## src/rtl/spr_pkg.sv

```systemverilog
// Shared encodings for the sprite/video RAM port arbiter.
// Holds the FSM states, grant codes and the CPU anti-starvation limit.
package spr_pkg;

    typedef enum logic [1:0] {
        IDLE   = 2'd0,
        ACCESS = 2'd1,
        DATA   = 2'd2
    } state_t;

    typedef enum logic [1:0] {
        GNT_NONE = 2'd0,
        GNT_VID  = 2'd1,
        GNT_LD   = 2'd2,
        GNT_CPU  = 2'd3
    } gnt_t;

    localparam logic [1:0] SKIP_MAX = 2'd3;

endpackage

```

## src/rtl/spr_arb_prio.sv

```systemverilog
// spr_prio: combinational priority encoder for the RAM port arbiter.
// Video > loader > CPU, except that a saturated skip counter lets the CPU jump the queue.
module spr_prio
    import spr_pkg::*;
(
    input  logic       i_vid_req,
    input  logic       i_ld_req,
    input  logic       i_cpu_req,
    input  logic       i_skip_sat,
    output logic [1:0] o_gnt
);

    always_comb begin
        o_gnt = GNT_NONE;
        if (i_cpu_req && i_skip_sat) begin
            o_gnt = GNT_CPU;
        end else if (i_vid_req) begin
            o_gnt = GNT_VID;
        end else if (i_ld_req) begin
            o_gnt = GNT_LD;
        end else if (i_cpu_req) begin
            o_gnt = GNT_CPU;
        end
    end

endmodule

```

## src/rtl/spr_arb.sv

```systemverilog
// spr_arb: shares the external sprite/video RAM port between video, loader and CPU.
// Every access takes IDLE -> ACCESS -> DATA; a skip counter bounds CPU latency.
module spr_arb
    import spr_pkg::*;
#(
    parameter int AW = 14
) (
    input  logic          clock,
    input  logic          reset,
    // Handshake: a requester raises *_req with its operands valid and holds them until
    // the grant edge; it keeps *_req high until it sees its one-cycle *_ack and may drop
    // it the cycle after. A req that is high while its own ack is high is never a new request.
    input  logic          vid_req,
    input  logic [AW-1:0] vid_a,
    output logic [7:0]    vid_q,
    output logic          vid_ack,
    input  logic          ld_req,
    input  logic [AW-1:0] ld_a,
    input  logic [7:0]    ld_d,
    output logic          ld_ack,
    input  logic          cpu_req,
    input  logic          cpu_wr,
    input  logic [AW-1:0] cpu_a,
    input  logic [7:0]    cpu_d,
    output logic [7:0]    cpu_q,
    output logic          cpu_ack,
    output logic          ram_ce,
    output logic          ram_we,
    output logic [AW-1:0] ram_a,
    output logic [7:0]    ram_di,
    input  logic [7:0]    ram_do,
    output logic [1:0]    dbg_state,
    output logic [1:0]    dbg_cpu_skip
);

    state_t     r_state;
    state_t     w_state_nxt;
    logic [1:0] r_gnt;
    logic       r_cpu_rd;
    logic [1:0] r_cpu_skip;
    logic       w_vid_m;
    logic       w_ld_m;
    logic       w_cpu_m;
    logic       w_skip_sat;
    logic       w_start;
    logic [1:0] w_gnt;

    assign w_vid_m    = vid_req & ~vid_ack;
    assign w_ld_m     = ld_req  & ~ld_ack;
    assign w_cpu_m    = cpu_req & ~cpu_ack;
    assign w_skip_sat = (r_cpu_skip == SKIP_MAX);
    assign w_start    = (r_state == IDLE) && (w_gnt != GNT_NONE);

    spr_prio u_prio (
        .i_vid_req  (w_vid_m),
        .i_ld_req   (w_ld_m),
        .i_cpu_req  (w_cpu_m),
        .i_skip_sat (w_skip_sat),
        .o_gnt      (w_gnt)
    );

    always_ff @(posedge clock) begin
        if (reset) begin
            r_state <= IDLE;
        end else begin
            r_state <= w_state_nxt;
        end
    end

    always_comb begin
        w_state_nxt = r_state;
        case (r_state)
            IDLE:    if (w_start) w_state_nxt = ACCESS;
            ACCESS:  w_state_nxt = DATA;
            DATA:    w_state_nxt = IDLE;
            default: w_state_nxt = IDLE;
        endcase
    end

    // Operands are captured on the grant edge so requesters may change them afterwards.
    always_ff @(posedge clock) begin
        if (reset) begin
            r_gnt      <= GNT_NONE;
            r_cpu_rd   <= 1'b0;
            r_cpu_skip <= '0;
            ram_ce     <= 1'b0;
            ram_we     <= 1'b1;
            ram_a      <= '0;
            ram_di     <= '0;
            vid_q      <= '0;
            cpu_q      <= '0;
            vid_ack    <= 1'b0;
            ld_ack     <= 1'b0;
            cpu_ack    <= 1'b0;
        end else begin
            ram_ce  <= 1'b0;
            ram_we  <= 1'b1;
            vid_ack <= 1'b0;
            ld_ack  <= 1'b0;
            cpu_ack <= 1'b0;
            if (w_start) begin
                r_gnt  <= w_gnt;
                ram_ce <= 1'b1;
                case (w_gnt)
                    GNT_VID: ram_a <= vid_a;
                    GNT_LD: begin
                        ram_a  <= ld_a;
                        ram_di <= ld_d;
                        ram_we <= 1'b0;
                    end
                    GNT_CPU: begin
                        ram_a    <= cpu_a;
                        ram_di   <= cpu_d;
                        ram_we   <= ~cpu_wr;
                        r_cpu_rd <= ~cpu_wr;
                    end
                    default: ;
                endcase
                // Any CPU req level counts, including the stale one held during its ack.
                if (w_gnt == GNT_CPU) begin
                    r_cpu_skip <= '0;
                end else if (cpu_req && !w_skip_sat) begin
                    r_cpu_skip <= r_cpu_skip + 2'd1;
                end
            end
            if (r_state == DATA) begin
                case (r_gnt)
                    GNT_VID: begin
                        vid_q   <= ram_do;
                        vid_ack <= 1'b1;
                    end
                    GNT_LD:  ld_ack <= 1'b1;
                    GNT_CPU: begin
                        if (r_cpu_rd) cpu_q <= ram_do;
                        cpu_ack <= 1'b1;
                    end
                    default: ;
                endcase
            end
        end
    end

    assign dbg_state    = r_state;
    assign dbg_cpu_skip = r_cpu_skip;

endmodule

```

## config.mk

```make
export PLATFORM = sky130hd
export DESIGN_NAME = spr_arb
export DESIGN_NICKNAME = d
export VERILOG_FILES = /design/src/rtl/spr_pkg.sv /design/src/rtl/spr_arb_prio.sv /design/src/rtl/spr_arb.sv
export SDC_FILE = /design/constraint.sdc
export NUM_CORES = 1
export LEC_CHECK = 0
export CORE_MARGIN = 2
export CORE_UTILIZATION = 43
export CTS_CLUSTER_DIAMETER = 150
export DETAILED_ROUTE_END_ITERATION = 16
export PLACE_DENSITY_LB_ADDON = 0.12
export SLEW_MARGIN = 30
export SYNTH_ARGS = -nofsm -noshare
export SYNTH_HDL_FRONTEND = slang
export SYNTH_SLANG_ARGS = --single-unit
```

## constraint.sdc

```tcl
create_clock -name clock -period 3.5 [get_ports clock]
set_input_delay 0.525 -clock clock [delete_from_list [all_inputs] [get_ports clock]]
set_output_delay 0.525 -clock clock [all_outputs]
set_load 0.01 [all_outputs]
```

==> reports/qor.log, run 1 <==
qor: run_status.outcome finished clean
qor: floorplanning.row_count 27
qor: pwr.power.ir.vdd_worst 0.2755 mV
qor: setup_path.worstSetupStartpointType flop
qor: setup_path.end_kind flop
qor: pwr.p_seq_frac 0.477
qor: timing.fmax 0.4191 GHz
qor: cells_and_area.antenna_cells 0
qor: logic_synthesis.post_synth_num_cell_types 42
qor: place.placed_cell_area 0.003583 sq mm
qor: routing.antenna_left 0
qor: cts.post_cts_clock_slew_at_the_launch_and_capture_registers_of_the_worst_setup_and_hold_paths 100 ps
qor: floorplanning.initial_core_util 0.4410
qor: floorplanning.floorplan.die.width 78.69 um
qor: routing.route.detailed.vias_per_inst 5.518
qor: floorplanning.top_level_ports 119
qor: cells_and_area.n_fill_cell 465
qor: setup_path.timing.critical_path.arrival 2590 ps
qor: logic_synthesis.synth_seq_area_share 0.4173
qor: global_route.overflow 0
qor: cts.cts_hold_buffers 0
qor: cts.tritoncts_clock_tree done
qor: floorplanning.die_h 78.69 um
qor: pwr.internal_power 0.9485 mW
qor: routing.detail_route.wirelength 7277 um
qor: cells_and_area.nNetsFinal 450
qor: cells_and_area.layout-drive-gt1-share 0.04762
qor: global_route.number_of_global_route_vias_before_repair 2470
qor: pwr.netSwitchingFraction 0.2873
qor: setup_path.crit_type flop to flop
qor: routing.drt-pass1-iter-count 4
qor: logic_synthesis.synth.avg_cell_area 8.851 sq um
qor: cts.cts_root_buffer sky130_fd_sc_hd__clkbuf_8
qor: pwr.power_frac_comb 0.263
qor: logic_synthesis.synth_fp_nets 344
qor: global_route.pin_count_of_the_biggest_net_entering_global_routing 22
qor: cells_and_area.final_cell_area 0.003676 sq mm
qor: floorplanning.design.core.area 0.005439 sq mm
qor: routing.drc_errors 0
qor: timing.max-slew-margin-rel 0.4462
qor: timing.fin_tns_setup 0 ps
qor: flow_run.maxCapViolations 0
qor: cts.post_cts.repair.setup_buffers 0
qor: cts.cts_buffers 5
qor: hold_path.hold_path_class flop to flop
qor: logic_synthesis.yosysWarningCount 0
qor: timing.timing.clock.skew 4.473 ps
qor: timing.grt_setup_unrepaired false
qor: routing.vias 2483
qor: timing.post-route-period-util 0.6817
qor: timing.max_slew.worst_pin.slew 830.7 ps
qor: place.port_buffers 118
qor: cells_and_area.synth_to_layout_area_growth 53.26%
qor: logic_synthesis.synth_area 0.002399 sq mm
qor: routing.drt-wirelength-per-cell 16.17 um
qor: logic_synthesis.synth-async-reset-ratio 0
qor: global_route.overall_routing_resource_usage 0.2356
qor: place.gp_congestion 0.8253
qor: global_route.antenna_found_initial 0
qor: timing.maxSlewViolCount 0
qor: pwr.p_leak 1.399 nW
qor: cts.cts_num_sinks 50
qor: logic_synthesis.netlist_instances 271
qor: cts.cts-htree-levels 2
qor: setup_path.timing.critical_path.cells ha_1 > or3b_1 > a22oi_4 > nor2_2 > o221a_1
qor: setup_path.critical_path.slowest_cell sky130_fd_sc_hd__or3b_1
qor: place.dp_hpwl 5143 um
qor: setup_path.crit_path_max_fanout 20
qor: cts.post_cts.resized_instances 0
qor: routing.drt-initial-drc-count 153
qor: setup_path.slowest_delay 510 ps
qor: global_route.global_route_wire_length_before_repair 11650 um
qor: pwr.power_density 362.1 mW/mm^2
qor: pwr.clock_power_share 0.259
qor: cts.worst_skew_pair.late_latency 310 ps
qor: logic_synthesis.yosys_most_used_dff sky130_fd_sc_hd__dfxtp_1
qor: logic_synthesis.synth-edff-count 0
qor: cts.clk_path_buf_depth 2
qor: timing.setup-violations-final 0
qor: floorplanning.die_area 0.006191 sq mm
qor: timing.timing.final.hold_violations 0
qor: logic_synthesis.yosys_register_bits 50
qor: setup_path.required 3700 ps
qor: pwr.p_sw 0.3824 mW
qor: timing.post-route-min-period 2386 ps
## final timing paths
kind / startpoint / end / slack, ps / cells past startpoint
max: dbg_cpu_skip[0] / ram_di[6] / 1110 / 5
min: vid_q[6] / vid_q[6] / 460 / 2
min reg2reg: vid_q[6] / vid_q[6] / 460 / 2
max reg2reg: dbg_cpu_skip[0] / ram_di[6] / 1110 / 5
## flip-flops by register name, summed over array words and instances, names as in the netlist
register      flops
vid_ack           1
ram_we            1
ram_ce            1
ld_ack            1
r_cpu_rd          1
dbg_cpu_skip      2
r_gnt             2
dbg_state         2
ram_di            8
vid_q             8
cpu_q             8
ram_a            14
cpu_ack           1
## cell families (layout without fill, tap and decap cells)
group,after synthesis,count (layout),synth area share
AO/OA/AOI/OAI,96,96,0.2770
adder cells (fa/ha/maj),1,1,0.005216
buffers and inverters,32,139,0.06260
flip-flops,50,50,0.4173
multiplexers,8,8,0.03339
AND/OR/NAND/NOR,84,84,0.2045
## power groups by stage
stage          sequential [mW]  combinational (mW)  clock (mW)
2_1_floorplan            0.662               0.144           0
3_3_place_gp             0.648               0.345           0
3_5_place_dp             0.648               0.350           0
4_1_cts                  0.635               0.351       0.355
5_1_grt                  0.640               0.378       0.376
6_report                 0.635               0.350       0.345
## per-stage QoR
step / power (mW) / hold WS (ps) / instances / util / setup slack (ps)
after floorplan: 0.8063 / 423.3 / 271 / - / 1901
after global placement: 0.9925 / 441.1 / 442 / 0.6588 / 990.7
after detailed placement: 0.9981 / 446.2 / 442 / 0.6588 / 876.9
after CTS: 1.342 / 459.6 / 450 / 0.6759 / 1139
after global routing: 1.394 / 479.8 / 450 / 0.6759 / 966.9
final: 1.331 / 456.1 / 450 / 0.6759 / 1114
## cells in the final DEF, fill, tap and decap left out, types with 7 or more instances in the layout
| cell type | Yosys | routed |
|---|---|---|
| sky130_fd_sc_hd__o221a_1 | 7 | 7 |
| sky130_fd_sc_hd__o21ai_0 | 14 | 14 |
| sky130_fd_sc_hd__and3_1 | 14 | 14 |
| sky130_fd_sc_hd__dfxtp_1 | 50 | 50 |
| sky130_fd_sc_hd__a21oi_1 | 46 | 46 |
| sky130_fd_sc_hd__nor4b_1 | 15 | 15 |
| sky130_fd_sc_hd__nor2_1 | 12 | 12 |
| sky130_fd_sc_hd__clkdlybuf4s50_1 | 0 | 118 |
| sky130_fd_sc_hd__nand2_1 | 22 | 22 |
| sky130_fd_sc_hd__mux2i_1 | 8 | 8 |
| sky130_fd_sc_hd__o32ai_1 | 15 | 15 |
| sky130_fd_sc_hd__inv_1 | 9 | 9 |
## synth_stat cells (2+ instances only)
cell type / n / area (sq um)
sky130_fd_sc_hd__buf_4: 4 / 30.03
sky130_fd_sc_hd__inv_1: 9 / 33.78
sky130_fd_sc_hd__mux2i_1: 8 / 80.08
sky130_fd_sc_hd__dfxtp_1: 50 / 1001
sky130_fd_sc_hd__and3_1: 14 / 87.58
sky130_fd_sc_hd__and2_1: 2 / 12.51
sky130_fd_sc_hd__o221a_1: 7 / 78.83
sky130_fd_sc_hd__nor3_1: 2 / 10.01
sky130_fd_sc_hd__nor2_1: 12 / 45.04
sky130_fd_sc_hd__o32ai_1: 15 / 131.4
sky130_fd_sc_hd__o21ai_0: 14 / 70.07
sky130_fd_sc_hd__a21oi_1: 46 / 230.2
sky130_fd_sc_hd__nor4b_1: 15 / 131.4
sky130_fd_sc_hd__or3b_1: 2 / 17.52
sky130_fd_sc_hd__clkbuf_1: 11 / 41.29
sky130_fd_sc_hd__or3_1: 2 / 12.51
sky130_fd_sc_hd__buf_2: 6 / 30.03
sky130_fd_sc_hd__nor2b_1: 2 / 12.51
sky130_fd_sc_hd__o21ai_1: 2 / 10.01
sky130_fd_sc_hd__nand2_1: 22 / 82.58
sky130_fd_sc_hd__a211oi_1: 2 / 15.01
sky130_fd_sc_hd__nand2b_1: 4 / 25.02
## critical path: cells and delay by family (launching register included)
kind            cells  cell delay (ps)
flops               1              350
fa+ha+maj           1              480
compound gates      2              740
simple gates        2              720
## layout make-up
type / instances / area [sq um] / area share
inverters: 9 / 33.78 / 0.009190
multi-input cells: 189 / 1247 / 0.3393
well taps: 72 / 90.09 / 0.02451
flip-flops and latches: 50 / 1001 / 0.2723
clock buffers: 5 / 68.82 / 0.01872
clock inverters: 3 / 23.77 / 0.006467
repair buffers: 122 / 1211 / 0.3295
## metal layers
layer,part of all wire,track usage,up-vias
li1,-,-,1213
met1,0.43,0.2946,1174
met2,0.49,0.4060,87
met3,0.063,0.05402,9
met4,0.010,0.06316,0
met5,0,0,-
No activity file was read; power rests on OpenSTA's default activity.
==> run 2: changes to the inputs <==
--- a/config.mk
+++ b/config.mk
@@ -6,7 +6,7 @@
 export NUM_CORES = 1
 export LEC_CHECK = 0
 export CORE_MARGIN = 2
-export CORE_UTILIZATION = 43
+export CORE_UTILIZATION = 40
 export CTS_CLUSTER_DIAMETER = 150
 export DETAILED_ROUTE_END_ITERATION = 16
 export PLACE_DENSITY_LB_ADDON = 0.12
==> constraint.sdc (replaced) <==
create_clock -name clock -period 2.4 [get_ports clock]
set_input_delay 0.36 -clock clock [delete_from_list [all_inputs] [get_ports clock]]
set_output_delay 0.36 -clock clock [all_outputs]
set_load 0.01 [all_outputs]
==> run 2 against run 1 <==
  * Register-to-register slack got worse by 630 ps
  * Total power rose by 48%
  * Via count rose by 1.2%
  * Wire length rose by 0.51%
  * Cell count rose by 2.0%
  * Sequential power rose by 46%
  * Worst hold slack improved by 1.6 ps
  * Global-route usage fell by 0.67 points
  * Critical endpoint is now ram_a[13]
  * Die area rose by 7.1%
==> reports/qor.log, run 2 (synthesis gave the netlist of run 1 again) <==
qor: timing.post-route-min-period 1946 ps
qor: timing.hold-worst-slack 457.6 ps [+1.568 ps]
qor: timing.timing.clock.skew 9.959 ps [+5.486 ps]
qor: routing.vias 2512 [+1.2%]
qor: routing.drc_errors 0 [unchanged]
qor: timing.maxSlewViolCount 0 [unchanged]
qor: cts.cts_buffers 5 [unchanged]
qor: setup_path.end_kind flop
qor: global_route.overflow 0 [unchanged]
qor: cts.cts_num_sinks 50 [unchanged]
qor: global_route.global_route_wire_length_before_repair 11540 um [-0.89%]
qor: timing.setup-violations-final 0 [unchanged]
qor: cells_and_area.final_core_utilization 0.6392 [-0.03665]
qor: place.port_buffers 118 [unchanged]
qor: cells_and_area.n_fill_cell 500 [+7.5%]
qor: routing.antenna_left 0 [unchanged]
qor: cells_and_area.antenna_cells 0 [unchanged]
qor: timing.timing.final.hold_violations 0 [unchanged]
qor: cts.cts_root_buffer sky130_fd_sc_hd__clkbuf_8
qor: cells_and_area.mostFrequentLayoutCell sky130_fd_sc_hd__clkdlybuf4s50_1
qor: flow_run.maxCapViolations 0 [unchanged]
qor: cts.cts-htree-levels 2 [unchanged]
qor: cells_and_area.largest-register ram_a
qor: routing.drt-wirelength-per-cell 15.93 um [-1.5%]
qor: routing.detail_route.wirelength 7314 um [+0.51%]
qor: cells_and_area.ff_latch_area 0.001001 sq mm [unchanged]
qor: global_route.antenna_found_initial 0 [unchanged]
qor: cts.worst_skew_pair.late_latency 310 ps [about the same]
qor: global_route.number_of_global_route_vias_before_repair 2369 [-4.1%]
qor: timing.post-route-period-util 0.8107
qor: floorplanning.row_count 28 [+3.7%]
qor: cts.clk_path_buf_depth 2 [unchanged]
qor: global_route.overall_routing_resource_usage 0.2289 [-0.006694]
qor: run_status.outcome finished clean
qor: cells_and_area.synth_to_layout_area_growth 55.92%
qor: pwr.power_density 527.2 mW/mm^2 [+46%]
qor: cts.post_cts_clock_slew_at_the_launch_and_capture_registers_of_the_worst_setup_and_hold_paths 100 ps [about the same]
qor: setup_path.timing.critical_path.cells clkdlybuf4s50_1 > nand2b_1 > buf_12 > a22o_1 > o32ai_1 > a21oi_1
qor: floorplanning.die_h 81.44 um [+3.5%]
qor: setup_path.timing.critical_path.arrival 2190 ps [-400 ps]
qor: cts.post_cts.repair.setup_buffers 0 [unchanged]
qor: global_route.pin_count_of_the_biggest_net_entering_global_routing 22 [unchanged]
qor: cts.tritoncts_clock_tree done
qor: timing.max_slew.worst_pin.slew 606.5 ps [-224.2 ps]
qor: floorplanning.top_level_ports 119 [unchanged]
qor: setup_path.crit_path_max_fanout 14 [-30%]
qor: setup_path.slowest_delay 490 ps [-20 ps]
qor: cells_and_area.final_cell_mix 118 x sky130_fd_sc_hd__clkdlybuf4s50_1, 50 x sky130_fd_sc_hd__dfxtp_1, 46 x sky130_fd_sc_hd__a21oi_1, 22 x sky130_fd_sc_hd__nand2_1
qor: cells_and_area.layout-drive-gt1-share 0.06250 [+0.01488]
qor: place.dp_hpwl 5223 um [+1.6%]
qor: timing.fmax 0.5139 GHz
qor: routing.drt-pass1-iter-count 4 [unchanged]
qor: place.gp_congestion 0.7572 [-8.3%]
qor: setup_path.critical_path.slowest_cell sky130_fd_sc_hd__a22o_1
qor: timing.grt_setup_unrepaired false
qor: cells_and_area.multi_input_comb_area 0.001247 sq mm [unchanged]
qor: routing.drt-initial-drc-count 129 [-16%]
qor: cells_and_area.final_cell_area 0.003740 sq mm [+1.7%]
qor: floorplanning.floorplan.die.width 81.44 um [+3.5%]
qor: setup_path.worstSetupStartpointType input pin
qor: pwr.power.ir.vdd_worst 0.3001 mV [+8.9%]
qor: cts.post_cts.resized_instances 0 [unchanged]
qor: timing.fin_tns_setup 0 ps [unchanged]
qor: floorplanning.design.core.area 0.005851 sq mm [+7.6%]
qor: setup_path.crit_type input pin to flop
qor: place.placed_cell_area 0.003645 sq mm [+1.7%]
qor: floorplanning.die_area 0.006632 sq mm [+7.1%]
qor: routing.route.detailed.vias_per_inst 5.473 [-0.82%]
qor: cts.cts_hold_buffers 0 [unchanged]
qor: pwr.p_leak 1.439 nW [+2.9%]
qor: cells_and_area.fin_cells 459 [+2.0%]
qor: hold_path.hold_path_class flop to flop
qor: place.placed_cells 451 [+2.0%]
qor: setup_path.cp_top_family compound AO/OA/AOI/OAI gates
qor: setup_path.worstPathBufferInverterCount 2 [+2]
qor: floorplanning.initial_core_util 0.4100 [-0.03103]
qor: cells_and_area.nNetsFinal 456 [+1.3%]
qor: cells_and_area.largest_register_ffs 14 [unchanged]
qor: setup_path.required 2650 ps [-1050 ps]
qor: timing.max-slew-margin-rel 0.5957 [+0.1494]
## run 2: worst paths after layout
check	startpoint	end	slack, ps	depth (start not counted)
setup / recovery	ld_req	ram_a[13]	450	6
hold / removal	vid_q[7]	vid_q[7]	460	2
setup reg to reg	ld_ack	ram_a[13]	480	5
hold reg to reg	vid_q[7]	vid_q[7]	460	2
## run 2: tightest hold or removal path: cells and delay by family, from the launching register on
family / cells / cell delay (ps)
AND/OR/NAND/NOR: 1 / 50
AO/OA/AOI/OAI: 1 / 50
flip-flops: 1 / 320
## run 2: layer usage
layer / GRT usage / vias up / wire length (um) / part of all wire
met2: 0.3459 / 99 / 3383 / 0.46
met1: 0.3031 / 1165 / 3118 / 0.43
met4: 0.1102 / 0 / 216 / 0.030
met3: 0.06044 / 18 / 595 / 0.081
li1: - / 1230 / - / -
met5: 0 / - / 0 / 0
## run 2: final cells by class
type,count,share of cell area
Multi-Input combinational cell,189,0.3336
Clock buffer,6,0.02208
Inverter,9,0.009033
Timing Repair Buffer,128,0.3392
Clock inverter,2,0.003346
Tap cell,75,0.02509
Sequential cell,50,0.2676
## run 2: where the power goes
group	internal, mW	total [mW]	leakage, nW	switching [mW]
logic	0.293	0.519	0.982	0.225
clock network	0.232	0.527	0.0472	0.295
registers	0.890	0.926	0.410	0.0359
total	1.42	1.97	1.44	0.556
## run 2: per-stage QoR
stage,worst slack [ps],total power [mW]
2_1_floorplan,801.4,1.176
3_3_place_gp,228.8,1.456
3_5_place_dp,146.9,1.463
4_1_cts,456.5,1.990
5_1_grt,275.4,2.066
6_report,454.3,1.972
==> run 3: changes to the inputs <==
--- a/config.mk
+++ b/config.mk
@@ -6,7 +6,7 @@
 export NUM_CORES = 1
 export LEC_CHECK = 0
 export CORE_MARGIN = 2
-export CORE_UTILIZATION = 40
+export CORE_UTILIZATION = 36
 export CTS_CLUSTER_DIAMETER = 150
 export DETAILED_ROUTE_END_ITERATION = 16
 export PLACE_DENSITY_LB_ADDON = 0.12
==> constraint.sdc (replaced) <==
create_clock -name clock -period 1.6 [get_ports clock]
set_input_delay 0.24 -clock clock [delete_from_list [all_inputs] [get_ports clock]]
set_output_delay 0.24 -clock clock [all_outputs]
set_load 0.01 [all_outputs]
==> run 3 against run 2 <==
  * Sequential share of layout area shrank 1.8 points
  * Sequential cell count unchanged
  * Via count rose by 3.1%
  * Register-to-register slack got worse by 450 ps
  * Clock power increased by 84%
  * Critical path type is now flop to flop
  * Largest cell class unchanged
  * Largest power group unchanged
  * Highest routed layer unchanged
==> reports/qor.log, run 3 (synthesis gave the netlist of run 1 again) <==
qor: cts.post_cts.repair.setup_buffers 0 [unchanged]
qor: timing.setup-violations-final 0 [unchanged]
qor: routing.antenna_left 0 [unchanged]
qor: cts.clk_path_buf_depth 2 [unchanged]
qor: floorplanning.row_count 29 [+3.6%]
qor: timing.timing.final.hold_violations 0 [unchanged]
qor: floorplanning.die_area 0.007332 sq mm [+11%]
qor: floorplanning.die_h 85.63 um [+5.1%]
qor: setup_path.end_kind flop
qor: cts.tritoncts_clock_tree done
qor: timing.hold-worst-slack 465.9 ps [+8.211 ps]
qor: cells_and_area.largest-register ram_a
qor: cells_and_area.final_core_utilization 0.6301 [-0.009128]
qor: hold_path.min_to vid_q[6]
qor: global_route.global_route_wire_length_before_repair 12650 um [+9.6%]
qor: run_status.outcome finished clean
qor: hold_path.min_from vid_q[6]
qor: timing.post-route-period-util 0.9836
qor: cts.cts_buffers 5 [unchanged]
qor: timing.timing.clock.skew 6.482 ps [-3.478 ps]
qor: setup_path.timing.critical_path.arrival 1780 ps [-410 ps]
qor: cells_and_area.final_cell_mix 113 x sky130_fd_sc_hd__clkdlybuf4s50_1, 47 x sky130_fd_sc_hd__dfxtp_1, 42 x sky130_fd_sc_hd__a21oi_1, 33 x sky130_fd_sc_hd__buf_4, 22 x sky130_fd_sc_hd__nand2_1
qor: cells_and_area.synth_to_layout_area_growth 67.76%
qor: place.gp_congestion 0.7828 [+3.4%]
qor: setup_path.worst_setup_path_startpoint dbg_cpu_skip[1]
qor: cells_and_area.nNetsFinal 481 [+5.5%]
qor: pwr.p_total 3.239 mW [+64%]
qor: setup_path.critical_path.reg2reg.startpoint dbg_cpu_skip[1]
qor: cts.cts_root_buffer sky130_fd_sc_hd__clkbuf_8
qor: setup_path.worst_r2r_endpoint ram_di[3]
qor: routing.vias 2590 [+3.1%]
qor: cts.cts-htree-levels 2 [unchanged]
qor: pwr.power.ir.vdd_worst 0.5107 mV [+70%]
qor: routing.drt-initial-drc-count 170 [+32%]
qor: pwr.power_density 805.0 mW/mm^2 [+53%]
qor: timing.maxSlewViolCount 0 [unchanged]
qor: routing.detail_route.wirelength 7822 um [+6.9%]
qor: cts.cts_hold_buffers 0 [unchanged]
qor: place.port_buffers 118 [unchanged]
qor: setup_path.crit_path_max_fanout 10 [-4]
qor: cells_and_area.antenna_cells 0 [unchanged]
qor: setup_path.worst-r2r-setup-slack 30 ps [-450 ps]
qor: floorplanning.top_level_ports 119 [unchanged]
qor: cells_and_area.layout-drive-gt1-share 0.1540 [+0.09153]
qor: floorplanning.floorplan.die.width 85.63 um [+5.1%]
qor: routing.route.detailed.vias_per_inst 5.329 [-2.6%]
qor: setup_path.crit_type flop to flop
qor: cells_and_area.mostFrequentLayoutCell sky130_fd_sc_hd__clkdlybuf4s50_1
qor: timing.max_slew.worst_pin.slew 311.0 ps [-295.5 ps]
qor: floorplanning.initial_core_util 0.3756 [-0.03438]
qor: cells_and_area.largest_register_ffs 14 [unchanged]
qor: timing.max-slew-margin-rel 0.7897 [+0.1941]
qor: routing.drc_errors 0 [unchanged]
qor: routing.drt-wirelength-per-cell 16.09 um [+1.0%]
qor: floorplanning.design.core.area 0.006386 sq mm [+9.2%]
qor: timing.grt_setup_unrepaired true
qor: flow_run.maxCapViolations 0 [unchanged]
qor: hold_path.hold_path_class flop to flop
qor: cts.post_cts_clock_slew_at_the_launch_and_capture_registers_of_the_worst_setup_and_hold_paths 100 ps [about the same]
qor: cts.cts_num_sinks 50 [unchanged]
qor: hold_path.hold-path-cell-count 2 [unchanged]
qor: global_route.overflow 0 [unchanged]
qor: global_route.overall_routing_resource_usage 0.2128 [-0.01605]
qor: pwr.p_leak 1.660 nW [+15%]
qor: cts.worst_skew_pair.late_latency 300 ps [about the same]
qor: setup_path.worstSetupStartpointType flop
qor: global_route.antenna_found_initial 0 [unchanged]
qor: timing.fmax 0.6354 GHz
qor: place.placed_cells 478 [+6.0%]
qor: global_route.pin_count_of_the_biggest_net_entering_global_routing 19 [-14%]
qor: routing.drt-pass1-iter-count 4 [unchanged]
qor: cells_and_area.fin_cells 486 [+5.9%]
qor: setup_path.r2r.worst_path.cells 5 [unchanged]
qor: timing.post-route-min-period 1574 ps
qor: place.dp_hpwl 5675 um [+8.7%]
qor: setup_path.required 1800 ps [-850 ps]
qor: global_route.number_of_global_route_vias_before_repair 2611 [+10%]
## run 3: area by class of cell
type / instances / area (sq um)
Clock inverter: 2 / 38.79
Tap cell: 77 / 96.34
Multi-Input combinational cell: 189 / 1308
Timing Repair Buffer: 153 / 1460
Fill cell: 547 / 2362
Clock buffer: 6 / 82.58
Inverter: 9 / 33.78
Sequential cell: 50 / 1005
## run 3: worst max path at each step
stage / endpoint / slack, ps / depth (start not counted)
6_report: ram_di[3] / 30 / 5
5_1_grt: ram_di[3] / -30 / 5
4_1_cts: ram_a[3] / 3 / 6
3_5_place_dp: ram_di[3] / -320 / 5
3_3_place_gp: ram_di[1] / -310 / 5
2_1_floorplan: ram_di[0] / 1 / 5
## run 3: worst max-delay path, stage by stage, from the launching register on
cell and delay, ps:
sky130_fd_sc_hd__dfxtp_2 350, sky130_fd_sc_hd__ha_4 160, sky130_fd_sc_hd__or3b_4 380, sky130_fd_sc_hd__a22oi_4 230
sky130_fd_sc_hd__nor2_4 110, sky130_fd_sc_hd__o221a_1 250
## run 3: repair_timing
item,CTS,global route
resized for setup,7,19
pin swaps,1,11
setup endpoints to repair,11,33
## run 3: per-layer routing
metal | vias to the layer above | track usage | wire (um)
li1 | 1275 | - | -
met1 | 1208 | 0.2787 | 3531
met2 | 99 | 0.3366 | 3551
met3 | 8 | 0.06256 | 654
met4 | 0 | 0.07071 | 84
met5 | - | 0 | 0
## run 3: where the power goes
group          leakage [nW]  internal (mW)  switching [mW]  total (mW)
logic                  1.19          0.510           0.372       0.882
clock network        0.0618          0.515           0.453       0.968
registers             0.411           1.34          0.0539        1.39
total                  1.66           2.36           0.878        3.24
## run 3: through the flow
step                      setup slack, ps  cell area, sq um  TNS, ps
after global placement             -310.7              3822    -6508
after global routing               -29.29              4024   -300.0
final                               26.22              4024        0
after detailed placement           -317.9              3822    -7298
after floorplan                     1.392              2399        0
after CTS                           3.116              3960        0
